===== config.mk =====
export PLATFORM = sky130hd
export DESIGN_NAME = asm_endereco_atual_flat
export DESIGN_NICKNAME = d
export VERILOG_FILES = /design/src/rtl/asm_endereco_atual_if.sv /design/src/rtl/asm_endereco_atual.sv /design/src/flat_wrapper.sv
export SDC_FILE = /design/constraint.sdc
export NUM_CORES = 1
export LEC_CHECK = 0
export ABC_CLOCK_PERIOD_IN_PS = 8200
export BUFFER_PORTS_ARGS = -buffer_cell sky130_fd_sc_hd__buf_2
export CORE_MARGIN = 4
export CORE_UTILIZATION = 55
export DETAILED_ROUTE_END_ITERATION = 10
export PLACE_DENSITY = 0.76
export SLEW_MARGIN = 25
export SYNTH_ARGS = -nofsm -noshare
export SYNTH_HDL_FRONTEND = slang
export SYNTH_SLANG_ARGS = --single-unit

===== constraint.sdc =====
create_clock -name clk -period 8.2 [get_ports clk]
set_clock_uncertainty 0.2 [all_clocks]
set_input_delay 0 -clock clk [delete_from_list [all_inputs] [get_ports clk]]
set_output_delay 0 -clock clk [all_outputs]
set_load 0.02 [all_outputs]

===== src/rtl/asm_endereco_atual_if.sv =====
// Player-control / address bus between the button front end and the address generator.
// The master drives the button levels and play enable; the slave returns the current address.
interface asm_endereco_atual_if #(
    parameter int ADDR_W = 22
);
    logic              passa_10s;
    logic              volta_10s;
    logic              count;
    logic [ADDR_W-1:0] endereco;

    modport master (
        output passa_10s,
        output volta_10s,
        output count,
        input  endereco
    );

    modport slave (
        input  passa_10s,
        input  volta_10s,
        input  count,
        output endereco
    );
endinterface


===== src/rtl/asm_endereco_atual.sv =====
// Current-address generator for the sample memory: +1 per clock during playback, +/-10 s jumps.
// Define ASM_ENDERECO_WRAP_EN to wrap at the end of memory instead of saturating.
module asm_endereco_atual #(
    parameter int          ADDR_W   = 22,
    parameter int unsigned STEP_10S = 80000,
    parameter int unsigned MAX_ADDR = 4194303
) (
    input  logic                 clk,
    input  logic                 reset,
    asm_endereco_atual_if.slave  bus
);

    localparam logic [ADDR_W-1:0] STEP_A   = ADDR_W'(STEP_10S);
    localparam logic [ADDR_W-1:0] MAX_A    = ADDR_W'(MAX_ADDR);
    localparam logic [ADDR_W:0]   STEP_EXT = (ADDR_W+1)'(STEP_10S);
    localparam logic [ADDR_W:0]   MAX_EXT  = (ADDR_W+1)'(MAX_ADDR);

    typedef enum logic [2:0] {
        PARADO,
        CONTA,
        AVANCA,
        RETROCEDE,
        ESPERA
    } state_t;

    state_t            state;
    logic [ADDR_W-1:0] endereco_q;
    logic              press_fwd;
    logic              press_back;
    logic              any_button;

    // The sum is formed one bit wider so a carry out of ADDR_W is visible to the clamp.
    function automatic logic [ADDR_W-1:0] jump_fwd(input logic [ADDR_W-1:0] a);
        logic [ADDR_W:0] sum;
        sum = {1'b0, a} + STEP_EXT;
`ifdef ASM_ENDERECO_WRAP_EN
        return sum[ADDR_W-1:0];
`else
        return (sum > MAX_EXT) ? MAX_A : sum[ADDR_W-1:0];
`endif
    endfunction

    function automatic logic [ADDR_W-1:0] jump_back(input logic [ADDR_W-1:0] a);
        return (a >= STEP_A) ? (a - STEP_A) : '0;
    endfunction

    function automatic logic [ADDR_W-1:0] incr(input logic [ADDR_W-1:0] a);
`ifdef ASM_ENDERECO_WRAP_EN
        return (a == MAX_A) ? '0 : (a + ADDR_W'(1));
`else
        return (a == MAX_A) ? MAX_A : (a + ADDR_W'(1));
`endif
    endfunction

    // Both buttons together count as no press.
    assign press_fwd  = bus.passa_10s & ~bus.volta_10s;
    assign press_back = bus.volta_10s & ~bus.passa_10s;
    assign any_button = bus.passa_10s | bus.volta_10s;

    always_ff @(posedge clk or negedge reset) begin
        if (!reset) begin
            state      <= PARADO;
            endereco_q <= '0;
        end else begin
            case (state)
                PARADO, CONTA: begin
                    if (state == CONTA && bus.count) begin
                        endereco_q <= incr(endereco_q);
                    end
                    if (press_fwd) begin
                        state <= AVANCA;
                    end else if (press_back) begin
                        state <= RETROCEDE;
                    end else begin
                        state <= bus.count ? CONTA : PARADO;
                    end
                end
                AVANCA: begin
                    endereco_q <= jump_fwd(endereco_q);
                    state      <= ESPERA;
                end
                RETROCEDE: begin
                    endereco_q <= jump_back(endereco_q);
                    state      <= ESPERA;
                end
                // Holding a button parks here, so one press yields exactly one jump.
                ESPERA: begin
                    if (bus.count) begin
                        endereco_q <= incr(endereco_q);
                    end
                    if (any_button) begin
                        state <= ESPERA;
                    end else begin
                        state <= bus.count ? CONTA : PARADO;
                    end
                end
                default: begin
                    state <= PARADO;
                end
            endcase
        end
    end

    assign bus.endereco = endereco_q;

endmodule


===== src/flat_wrapper.sv =====
// flat-port wrapper written by rule: the top's interface ports become plain ports
module asm_endereco_atual_flat 
#(
    parameter int          ADDR_W   = 22,
    parameter int unsigned STEP_10S = 80000,
    parameter int unsigned MAX_ADDR = 4194303
)
  (clk, reset, bus_passa_10s, bus_volta_10s, bus_count, bus_endereco);
  asm_endereco_atual_if #(.ADDR_W(ADDR_W)) bus_i ();
  input  logic clk;
  input  logic reset;
  input wire logic [$bits(bus_i.passa_10s)-1:0] bus_passa_10s;
  input wire logic [$bits(bus_i.volta_10s)-1:0] bus_volta_10s;
  input wire logic [$bits(bus_i.count)-1:0] bus_count;
  output wire logic [$bits(bus_i.endereco)-1:0] bus_endereco;
  assign bus_i.passa_10s = bus_passa_10s;
  assign bus_i.volta_10s = bus_volta_10s;
  assign bus_i.count = bus_count;
  assign bus_endereco = bus_i.endereco;
  asm_endereco_atual #(.ADDR_W(ADDR_W), .STEP_10S(STEP_10S), .MAX_ADDR(MAX_ADDR)) u_core (.clk(clk), .reset(reset), .bus(bus_i));
endmodule

==> impl_metrics.env <==
export IMPL_drive_gt1_share_pct=15.6
export IMPL_synthTopCellsByArea="dfrtp_1, a21oi_1, o21ai_0, buf_6, nand2_1"
export IMPL_setup_violations=0
export IMPL_numCtsBuffers=3
export IMPL_path_class="reg -> reg"
export IMPL_dieArea_mm2=0.00656
export IMPL_drt_pass1_iterations=5
export IMPL_grt_pass1_vias=2895
export IMPL_synth_fp_nets=398
export IMPL_endpoint_kind="register"
export IMPL_synthTopCellsByCount="a21oi_1, nand2_1, o21ai_0, dfrtp_1, nor2_1"
export IMPL_clock_root_buffer="clkbuf_8"
export IMPL_finalPower_w=0.00125
export IMPL_hp_class="in -> reg"
export IMPL_nets=398
export IMPL_rsz0062_at_grt="false"
export IMPL_avgRoutedWirePerCell_um=19.8
export IMPL_crit_path_start_kind="register"
export IMPL_syn_to_final_growth_pct=2.13
export IMPL_io_buffers=26
export IMPL_timing_setup_tns_ns=0
export IMPL_clkLatencyLatePin_ns=0.28
export IMPL_gp_congestion=0.989
export IMPL_use_met3_pct=3.77
export IMPL_synthFlopType="dfrtp_1"
export IMPL_clk_path_buf_depth=2
export IMPL_netlist_area_mm2=0.00293
export IMPL_overflow=0
export IMPL_fillers=523
export IMPL_synth_top_cell_by_area="dfrtp_1"
export IMPL_grt_busiest_layer="met2"
export IMPL_io_pins=27
export IMPL_dr_first_iter_drc_count=441
export IMPL_numPlacedInstances=445
export IMPL_slew_viol_final=0
export IMPL_place_ws_ns=4.82
export IMPL_grt_use_total_pct=28.8
export IMPL_crit_fanout=21
export IMPL_irDropWorstVdd_mv=0.231
export IMPL_synthCells=385
export IMPL_worstPathRequired_ns=8.17
export IMPL_cts_sink_count=25
export IMPL_synth_avg_cell_area_um2=7.61
export IMPL_die_x_um=81.0
export IMPL_yosysMostFrequentCell="a21oi_1"
export IMPL_num_vias=3120
export IMPL_drc_errors=0
export IMPL_async_flop_share_pct=100
export IMPL_tightest_slew_ns=0.962
export IMPL_h_tree_depth=1
export IMPL_yosysWarningCount=0
export IMPL_antenna_left=0
export IMPL_ys_seq_elements=25
export IMPL_core_mm2=0.00514
export IMPL_n_antenna_cell=0
export IMPL_max_cap_viol_count=0
export IMPL_hpwl_mm=6.21
export IMPL_period_share_pct=43.0
export IMPL_grt_max_degree=27
export IMPL_grt_util_met1_pct=41.0
export IMPL_arrival_ns=3.49
export IMPL_synth_edf_count=0
export IMPL_synth_top_area_share_pct=21.3
export IMPL_synth_cell_type_count=68
export IMPL_placementRows=26
export IMPL_p_leak_nw=1.10
export IMPL_powerDensity_mw_per_mm2=416
export IMPL_slew_headroom_pct=35.8
export IMPL_die_h_um=81.0
export IMPL_synth_seq_area_share_pct=21.3
export IMPL_final_hold_viol_count=0
export IMPL_cts_resized_gates=0
export IMPL_status="complete, no violations"
export IMPL_fin_crit_ns=3.53
export IMPL_use_met2_pct=43.4
export IMPL_via_per_inst=6.87
export IMPL_antenna_found_initial=0
export IMPL_initial_utilization_pct=57.0
export IMPL_clock_fmax_ghz=0.284
export IMPL_cts_tree="yes"
export IMPL_finalNonFillerCells=454
export IMPL_setup_slack_ns=4.67
export IMPL_path_clk_slew_ns=0.10
export IMPL_grt_pass1_wl_mm=14.9
export IMPL_drt_wl_total_mm=8.97
[per-stage QoR]
step | util, % | hold WS (ns) | area, µm²
after floorplan | - | -0.496 | 2930
after global placement | 56.1 | -0.155 | 2890
after detailed placement | 56.4 | -0.160 | 2900
after CTS | 58.2 | 0.0811 | 2990
after global routing | 58.2 | 0.126 | 2990
final | 58.2 | 0.0539 | 2990
[path summary, 6_finish.rpt]
path	start	endpoint	slack (ns)	depth (start not counted)
max	u_core.bus.endereco[11]	u_core.bus.endereco[6]	4.67	7
min	bus_volta_10s	u_core.state[1]	0.05	4
max reg2reg	u_core.bus.endereco[11]	u_core.bus.endereco[6]	4.67	7
min reg2reg	u_core.state[1]	u_core.state[1]	0.34	1
max in group asynchronous	reset	u_core.bus.endereco[19]	7.33	2
min in group asynchronous	reset	u_core.state[2]	0.06	2
[registers in the layout (all words and copies together) (netlist names)]
name / count
u_core.bus.endereco: 22
u_core.state: 3
[worst max-delay path: stages, from the launching register on]
cell and delay, ns:
dfrtp_1 0.78, nand3_1 0.40, o311ai_1 0.77, a2111o_1 0.37, o21ai_1 0.18, nand2_1 0.30, nor3_1 0.08, o32a_2 0.32
[where the power goes]
group / total [W] / internal [W] / switching (W)
Clock: 0.0000792 / 0.0000349 / 0.0000443
Sequential: 0.000400 / 0.000180 / 0.000219
Combinational: 0.000766 / 0.000296 / 0.000471
Total: 0.00125 / 0.000511 / 0.000734
[timing repair]
action                                 4_1_cts  5_1_grt
endpoints found under the hold margin       27        0
hold buffers                                 5        0
buffers inserted                             0        0
[per-layer routing]
layer  up-vias  wire length (µm)
met1      1481              3940
met2       169              4020
met5         -                 0
met4         0               270
met3        24               746
li1       1446                 -
[logic make-up (layout without fill, tap and decap cells)]
| kind of cell | Yosys count | count (layout) | share of synthesized area [%] |
|---|---|---|---|
| multiplexers | 2 | 2 | 0.683 |
| AND/OR/NAND/NOR | 144 | 144 | 26.7 |
| AO/OA/AOI/OAI | 142 | 142 | 32.7 |
| adder cells (fa/ha/maj) | 8 | 8 | 3.42 |
| buffers and inverters | 51 | 50 | 11.3 |
| flip-flops | 25 | 25 | 21.3 |
| XOR/XNOR | 13 | 13 | 3.89 |
[layout by cell type (no fill, tap or decap), types with 9 or more instances in the layout]
cell type / Yosys / routed
nor2_1: 23 / 23
dfrtp_1: 25 / 25
a31oi_1: 9 / 9
inv_1: 11 / 11
nor3_1: 10 / 10
buf_2: 5 / 26
a21oi_1: 41 / 41
nand2_1: 39 / 39
nand3_1: 17 / 17
o21ai_0: 36 / 36
[area by class of cell]
type	count	area, µm²	share of cell area (%)
Clock buffer	4	45.0	1.51
Inverter	12	45.0	1.51
Multi-Input combinational cell	309	1990	66.4
Sequential cell	25	626	20.9
Tap cell	70	87.6	2.93
Timing Repair Buffer	34	203	6.77
(Power assumes the default switching activity.)
